`src/rtl/mem_port_arbiter.sv`:
```
// Single-port memory arbiter shared by instruction fetch and the ld/st port.
// Data normally wins. After MAX_DATA_RUN data grants in a row while fetch waits,
// fetch gets the port. Read returns one cycle after acceptance are routed back
// to whichever side issued them.
module mem_port_arbiter #(
  parameter int MAX_DATA_RUN = 4
) (
  input  logic        clk,
  input  logic        reset_n,
  input  logic        i_f_rd,
  input  logic [15:0] i_f_addr,
  output logic        o_f_stall,
  output logic        o_f_rdvalid,
  output logic [15:0] o_f_rddata,
  input  logic        i_d_rd,
  input  logic        i_d_wr,
  input  logic [15:0] i_d_addr,
  input  logic [15:0] i_d_wrdata,
  output logic        o_d_stall,
  output logic        o_d_rdvalid,
  output logic [15:0] o_d_rddata,
  input  logic        i_flush,
  output logic [15:0] o_mem_addr,
  output logic        o_mem_rd,
  output logic        o_mem_wr,
  output logic [15:0] o_mem_wrdata,
  input  logic        i_mem_waitrequest,
  input  logic [15:0] i_mem_rddata
);

  typedef enum logic [1:0] {
    TAG_NONE  = 2'd0,
    TAG_FETCH = 2'd1,
    TAG_DATA  = 2'd2
  } tag_e;

  localparam logic [3:0] MAX_RUN = 4'(MAX_DATA_RUN);

  // active_q stays low through reset and the cycle it is released in, so
  // requests are ignored until the first edge after deassertion.
  logic       active_q, active_d;
  logic [3:0] run_cnt_q, run_cnt_d;
  tag_e       tag_q, tag_d;

  logic f_req;
  logic d_req;
  logic fetch_gnt;
  logic data_gnt;
  logic accepted;

  // Request qualification and grant decision
  always_comb begin
    f_req     = i_f_rd & ~i_flush;
    d_req     = i_d_rd | i_d_wr;
    fetch_gnt = active_q & f_req & (~d_req | (run_cnt_q == MAX_RUN));
    data_gnt  = active_q & d_req & ~fetch_gnt;
    accepted  = ~i_mem_waitrequest;
  end

  // Drive the memory bus from the winner; a store takes priority over a load
  always_comb begin
    o_mem_addr   = 16'h0000;
    o_mem_rd     = 1'b0;
    o_mem_wr     = 1'b0;
    o_mem_wrdata = 16'h0000;
    if (fetch_gnt) begin
      o_mem_addr = i_f_addr & 16'hFFFE;
      o_mem_rd   = 1'b1;
    end else if (data_gnt) begin
      o_mem_addr = i_d_addr & 16'hFFFE;
      o_mem_rd   = ~i_d_wr;
      o_mem_wr   = i_d_wr;
      if (i_d_wr) begin
        o_mem_wrdata = i_d_wrdata;
      end
    end
  end

  // Stalls and return routing. The fetch stall looks at the raw request so a
  // fetch held during a flush is told to keep holding it.
  always_comb begin
    o_f_stall   = active_q & i_f_rd & ~(fetch_gnt & accepted);
    o_d_stall   = active_q & d_req & ~(data_gnt & accepted);
    o_f_rdvalid = (tag_q == TAG_FETCH) & ~i_flush;
    o_d_rdvalid = (tag_q == TAG_DATA);
    o_f_rddata  = o_f_rdvalid ? i_mem_rddata : 16'h0000;
    o_d_rddata  = o_d_rdvalid ? i_mem_rddata : 16'h0000;
  end

  // Next-state for the fairness counter and the outstanding-read tag
  always_comb begin
    active_d  = 1'b1;
    run_cnt_d = run_cnt_q;
    tag_d     = TAG_NONE;
    if (!f_req || (fetch_gnt && accepted)) begin
      run_cnt_d = 4'd0;
    end else if (data_gnt && accepted && (run_cnt_q != MAX_RUN)) begin
      run_cnt_d = run_cnt_q + 4'd1;
    end
    if (accepted && fetch_gnt && !i_flush) begin
      tag_d = TAG_FETCH;
    end else if (accepted && data_gnt && !i_d_wr) begin
      tag_d = TAG_DATA;
    end
  end

  // State registers; reset discards any pending read return
  always_ff @(posedge clk or negedge reset_n) begin
    if (!reset_n) begin
      active_q  <= 1'b0;
      run_cnt_q <= 4'd0;
      tag_q     <= TAG_NONE;
    end else begin
      active_q  <= active_d;
      run_cnt_q <= run_cnt_d;
      tag_q     <= tag_d;
    end
  end

endmodule

```
`config.mk`:
```
export PLATFORM = sky130hd
export DESIGN_NAME = mem_port_arbiter
export DESIGN_NICKNAME = d
export VERILOG_FILES = /design/src/rtl/mem_port_arbiter.sv
export SDC_FILE = /design/constraint.sdc
export NUM_CORES = 1
export LEC_CHECK = 0
export BUFFER_PORTS_ARGS = -buffer_cell sky130_fd_sc_hd__buf_2
export CAP_MARGIN = 20
export CORE_MARGIN = 1
export CORE_UTILIZATION = 25
export CTS_CLUSTER_DIAMETER = 200
export DETAILED_ROUTE_END_ITERATION = 7
export GPL_TIMING_DRIVEN = 0
export HOLD_SLACK_MARGIN = 0.03
export PLACE_DENSITY = 0.76
export SLEW_MARGIN = 20
export SYNTH_ARGS = -nofsm -noshare
export SYNTH_HDL_FRONTEND = slang
export SYNTH_SLANG_ARGS = --single-unit
```
`constraint.sdc`:
```
create_clock -name clk -period 1.75 [get_ports clk]
set_input_delay 0.175 -clock clk [delete_from_list [all_inputs] [get_ports clk]]
set_output_delay 0.175 -clock clk [all_outputs]
set_load 0.05 [all_outputs]
```
# Word level (Yosys, flattened, before mapping)
# Index checks and enable logic that the tools add are counted.
# Widths: inputs -> output; s select.
[totals]
reg_bits = 7
in_bits = 71
out_inout_bits = 70
wordCells = 53
[op_classes]
n_addsub = 1
eq_ne = 4
n_mux = 15
bitwise = 20
n_reduce_logical = 10
[op_table]
columns = ["cell", "n"]
rows = [
  ["$mux 16", 7],
  ["$and 1x1->1", 11],
  ["$mux 4", 2],
  ["$not 1->1", 7],
  ["$logic_and 1x1->1", 5],
  ["$add 4x1->4 const B", 1],
  ["$eq 4x3->1 const B", 1],
  ["$mux 1", 4],
  ["$mux 2", 2],
  ["$ne 4x3->1 const B", 1],
  ["$logic_not 1->1", 3],
  ["$eq 2x1->1 const B", 1],
  ["$eq 2x2->1 const B", 1],
  ["$or 1x1->1", 2],
  ["$reduce_bool 2->1", 1],
  ["$logic_or 1x1->1", 1],
]

# Logic depth before layout (Yosys ltp)
[depth]
word_depth = 10
ltp_mapped = 8
ltp_nobuf = 6

# Worst setup path after synthesis
# No wires, ideal clock.
[synth_path]
path_kind = "register to output"
startpoint = "reg run_cnt_q[0]"
endpoint = "out o_f_stall"
arrival_time_ps = 2280
required_time_ps = 1575
setup_slack_ps = -705
stages_incl_launch_ff = 9
n_path_buf = 2
cell_sequence = "dfrtp_1 > inv_1 > ha_1 > and3b_1 > or2_4 > and3_4 > buf_6 > buf_6 > a21oi_1"
[synth_between]
elab_chain_len = 6
[synth_lines]
columns = ["item", "line_no", "text"]
rows = [
  ["start: declaration", "42", "logic [3:0] run_cnt_q, run_cnt_d;"],
  ["start signal: assignment", "115", "run_cnt_q <= run_cnt_d;"],
  ["$eq 4x3->1", "55", "fetch_gnt = active_q & f_req & (~d_req | (run_cnt_q == MAX_RUN));"],
  ["$or 1x1->1", "55", ""],
  ["$and 1x1->1", "55", ""],
  ["$and 1x1->1", "82", "o_f_stall = active_q & i_f_rd & ~(fetch_gnt & accepted);"],
  ["$not 1->1", "82", ""],
  ["$and 1x1->1", "82", ""],
  ["end: declaration", "12", "output logic o_f_stall,"],
]
# No other way between the ends.

# Worst setup path in the final report
[layout_path]
startpoint = "reg run_cnt_q[0]"
endpoint = "out o_mem_addr[7]"
[layout_between]
elab_chain_len = 7
[layout_lines]
columns = ["item", "line_no", "text"]
rows = [
  ["$eq 4x3->1 *", "55", ""],
  ["$or 1x1->1 *", "55", ""],
  ["$and 1x1->1 *", "55", ""],
  ["$not 1->1", "56", "data_gnt = active_q & d_req & ~fetch_gnt;"],
  ["$and 1x1->1", "56", ""],
  ["$mux 16", "69", "end else if (data_gnt) begin"],
  ["$mux 16 *", "66", "if (fetch_gnt) begin"],
  ["end: declaration", "23", "output logic [15:0] o_mem_addr,"],
]
# Every way passes the cells marked *; elsewhere a longest branch is shown, timed or not.

==> impl_metrics.tcl <==
set metrics [dict create \
    synthAdderAreaFrac_pct 2.69 \
    final_hold_viol_count 0 \
    gp_congestion 0.870 \
    multiInputGateArea_um2 883 \
    violations "setup timing" \
    track_usage_pct 23.3 \
    fill_cells 259 \
    cts_sinks 7 \
    ys_ff_latch 7 \
    die_y_um 63.0 \
    num_antenna_cells 0 \
    die-area_um2 3970 \
    cts.clk_slew.worst_paths_ps 40 \
    seq_area_um2 175 \
    p_comb_share_pct 58.7 \
    synth_top_family_by_area "simple AND/OR/NAND/NOR gates" \
    drtIter0Drc 61 \
    leakage_uw 0.00134 \
    clkPwrFrac_pct 24.1 \
    h-tree-depth 1 \
    numPortBuffers 137 \
    root_buffer "clkbuf_8" \
    outcome "complete, but fails checks" \
    crit_type "flip-flop to output port" \
    area_growth_pct 161 \
    grt_pass1_vias 1529 \
    final_util_pct 70.5 \
    core.rowCount 21 \
    synthCells 122 \
    pre_cts_slack_ps -433 \
    vias_per_cell 4.78 \
    grt_pass1_wl_mm 7.31 \
    rsz0062_at_grt "yes" \
    cp.arrival_ps 1990 \
    grt_max_degree 11 \
    grt-ovfl-total 0 \
    vdd_drop_max_uv 424 \
    critPathRequiredTime_ps 1570 \
    synth_cell_types 31 \
    p_sw_share_pct 41.3 \
    fin_nets 355 \
    final-setup-viol-count 36 \
    synth_top_area_share_pct 33.6 \
    synth_xor_area_share_pct 0 \
    synth.net_count 195 \
    clockBufferDepth 2 \
    final_area_um2 2430 \
    synth_compound_area_share_pct 20.8 \
    die_x_um 63.0 \
    hold_class "input port to flip-flop" \
    powerDensity_nw_per_um2 406 \
    synth_mux_area_share_pct 1.08 \
    dp_hpwl_mm 2.92 \
    place_area_um2 1770 \
    critPathLaunchType "flip-flop" \
    first_pass_iters 4 \
    avgSynthCellArea_um2 7.63 \
    power_switching_uw 407 \
    wire_per_inst_um 15.6 \
    synth_top_area_cell "and2_1" \
    tns_ps -12690 \
    cap_viol_max_count 0 \
    num_vias 1562 \
    antenna_found_initial 0 \
    drive_gt1_share_pct 77.6 \
    finalWorstSetupSlack_ps -412 \
    post-route-drc-count 0 \
    cts_tree "built" \
    totalWireLength_mm 5.09 \
    yosys_warnings 0 \
    synthTopCellsByArea "and2_1 34%, dfrtp_1 19%, a22o_1 14%" \
    period_needed_ps 2160 \
    clkLatencyLatePin_ps 230 \
    ios 141 \
    yosysSeqAreaShare_pct 18.8 \
    finClkSkew_ps 0.652 \
    pwr-share-seq_pct 17.2 \
    fmax_mhz 463 \
    cp_max_fo 5 \
    core_area_um2 3440 \
    drv_slew 0 \
    p_int_uw 579 \
    detail-route-antenna-nets 0 \
    syn-cell-area_um2 931 \
    fin_crit_sh_pct 124 \
    initial_core_util_pct 27.0 \
    numCtsBuffers 3 \
    synthSimpleGateAreaFrac_pct 49.1 \
    endpoint_kind "output port" \
]
-- flip-flops by register name, indices dropped and copies added, names as in the netlist --
name / cells
tag_q: 2
run_cnt_q: 4
active_q: 1
-- repair_timing --
item,in CTS,in global routing
setup buffers,13,4
gates cloned,2,0
endpoints found under the hold margin,7,0
hold buffers,1,0
resized for setup,111,17
pin swaps,14,3
endpoints found under the setup margin,62,37
-- area by class of cell --
| cell class | instances | share of cell area (%) |
|---|---|---|
| inverters | 4 | 0.619 |
| clock buffers | 4 | 1.86 |
| repair buffers | 156 | 48.9 |
| plain buffers | 6 | 2.58 |
| flip-flops and latches | 7 | 7.22 |
| multi-input cells | 104 | 36.4 |
| well taps | 46 | 2.37 |
-- synth_stat cells --
| cell type | number |
|---|---|
| and2_1 | 50 |
| a22o_1 | 15 |
| dfrtp_1 | 7 |
| nand2_1 | 5 |
| a21oi_1 | 4 |
| inv_1 | 4 |
| nor2_1 | 4 |
| nor2b_1 | 3 |
| a211oi_1 | 2 |
| buf_2 | 2 |
| buf_6 | 2 |
| clkbuf_1 | 2 |
| conb_1 | 2 |
| ha_1 | 2 |
| nor2_2 | 2 |
| a2bb2oi_1 | 1 |
| a31o_1 | 1 |
| and3_4 | 1 |
| and3b_1 | 1 |
| buf_4 | 1 |
| mux2i_1 | 1 |
| nand2b_1 | 1 |
| nand4b_1 | 1 |
| nor3_1 | 1 |
| nor3b_1 | 1 |
| nor4_1 | 1 |
| o21ai_0 | 1 |
| o21ai_1 | 1 |
| or2_4 | 1 |
| or3_1 | 1 |
| or4b_1 | 1 |
-- per-layer routing --
metal	GRT usage [%]	vias up	share of wire [%]
met1	23.2	719	33
met5	0	-	0
met3	4.20	12	7.4
met4	6.40	0	1.9
met2	47.6	99	58
li1	-	732	-
-- layout by cell type, fill, tap and decap left out, types with 2 or more instances in the layout --
cell | netlist | final
buf_2 | 2 | 102
buf_8 | 0 | 26
and2_1 | 50 | 24
buf_6 | 2 | 17
and2_4 | 0 | 15
buf_4 | 1 | 12
and2_2 | 0 | 11
a22o_2 | 0 | 8
a22o_4 | 0 | 7
dfrtp_1 | 7 | 7
nand2_1 | 5 | 5
inv_1 | 4 | 4
nor2_4 | 0 | 3
a21oi_1 | 4 | 3
clkbuf_8 | 0 | 3
nor2b_1 | 3 | 2
nor2_1 | 4 | 2
clkbuf_2 | 0 | 2
conb_1 | 2 | 2
-- power by group through the flow --
stage                     logic [uW]  clock network (uW)  registers, uW
after global routing             602                 244            170
final                            579                 237            170
after detailed placement         424                   0            171
after CTS                        546                 234            169
after floorplan                  287                   0            170
after global placement           420                   0            171
-- critical path, stage by stage (launching register included) --
cell,delay [ps]
dfrtp_1,350
inv_1,50
ha_2,170
and3b_2,210
or2_4,230
and3_4,220
buf_8,140
a22o_4,230
buf_8,150
-- cells by family (layout without fill, tap and decap cells) --
kind of cell | Yosys count | after routing
AO/OA/AOI/OAI | 25 | 25
adder cells (fa/ha/maj) | 2 | 2
multiplexers | 1 | 1
other | 2 | 2
AND/OR/NAND/NOR | 74 | 74
buffers and inverters | 11 | 170
flip-flops | 7 | 7
-- worst paths after layout --
check / startpoint / to / slack, ps / cells past startpoint
max reg2reg: run_cnt_q[0]$_DFFE_PN0P_ / run_cnt_q[3]$_DFFE_PN0P_ / -90 / 9
max: run_cnt_q[0]$_DFFE_PN0P_ / o_mem_addr[7] / -410 / 8
min reg2reg: run_cnt_q[2]$_DFFE_PN0P_ / run_cnt_q[2]$_DFFE_PN0P_ / 610 / 2
min: i_d_wr / tag_q[1]$_DFF_PN0_ / 180 / 2
max in group asynchronous: reset_n / run_cnt_q[2]$_DFFE_PN0P_ / 1290 / 2
min in group asynchronous: reset_n / active_q$_DFF_PN0_ / 310 / 2
-- stage by stage --
| step | instances | total power, uW | hold slack [ps] |
|---|---|---|---|
| after floorplan | 122 | 458 | -121 |
| after global placement | 305 | 591 | 13.6 |
| after detailed placement | 305 | 595 | 16.5 |
| after CTS | 324 | 949 | 161 |
| after global routing | 327 | 1020 | 201 |
| final | 327 | 985 | 185 |
Power figures use the tool's default switching activity.
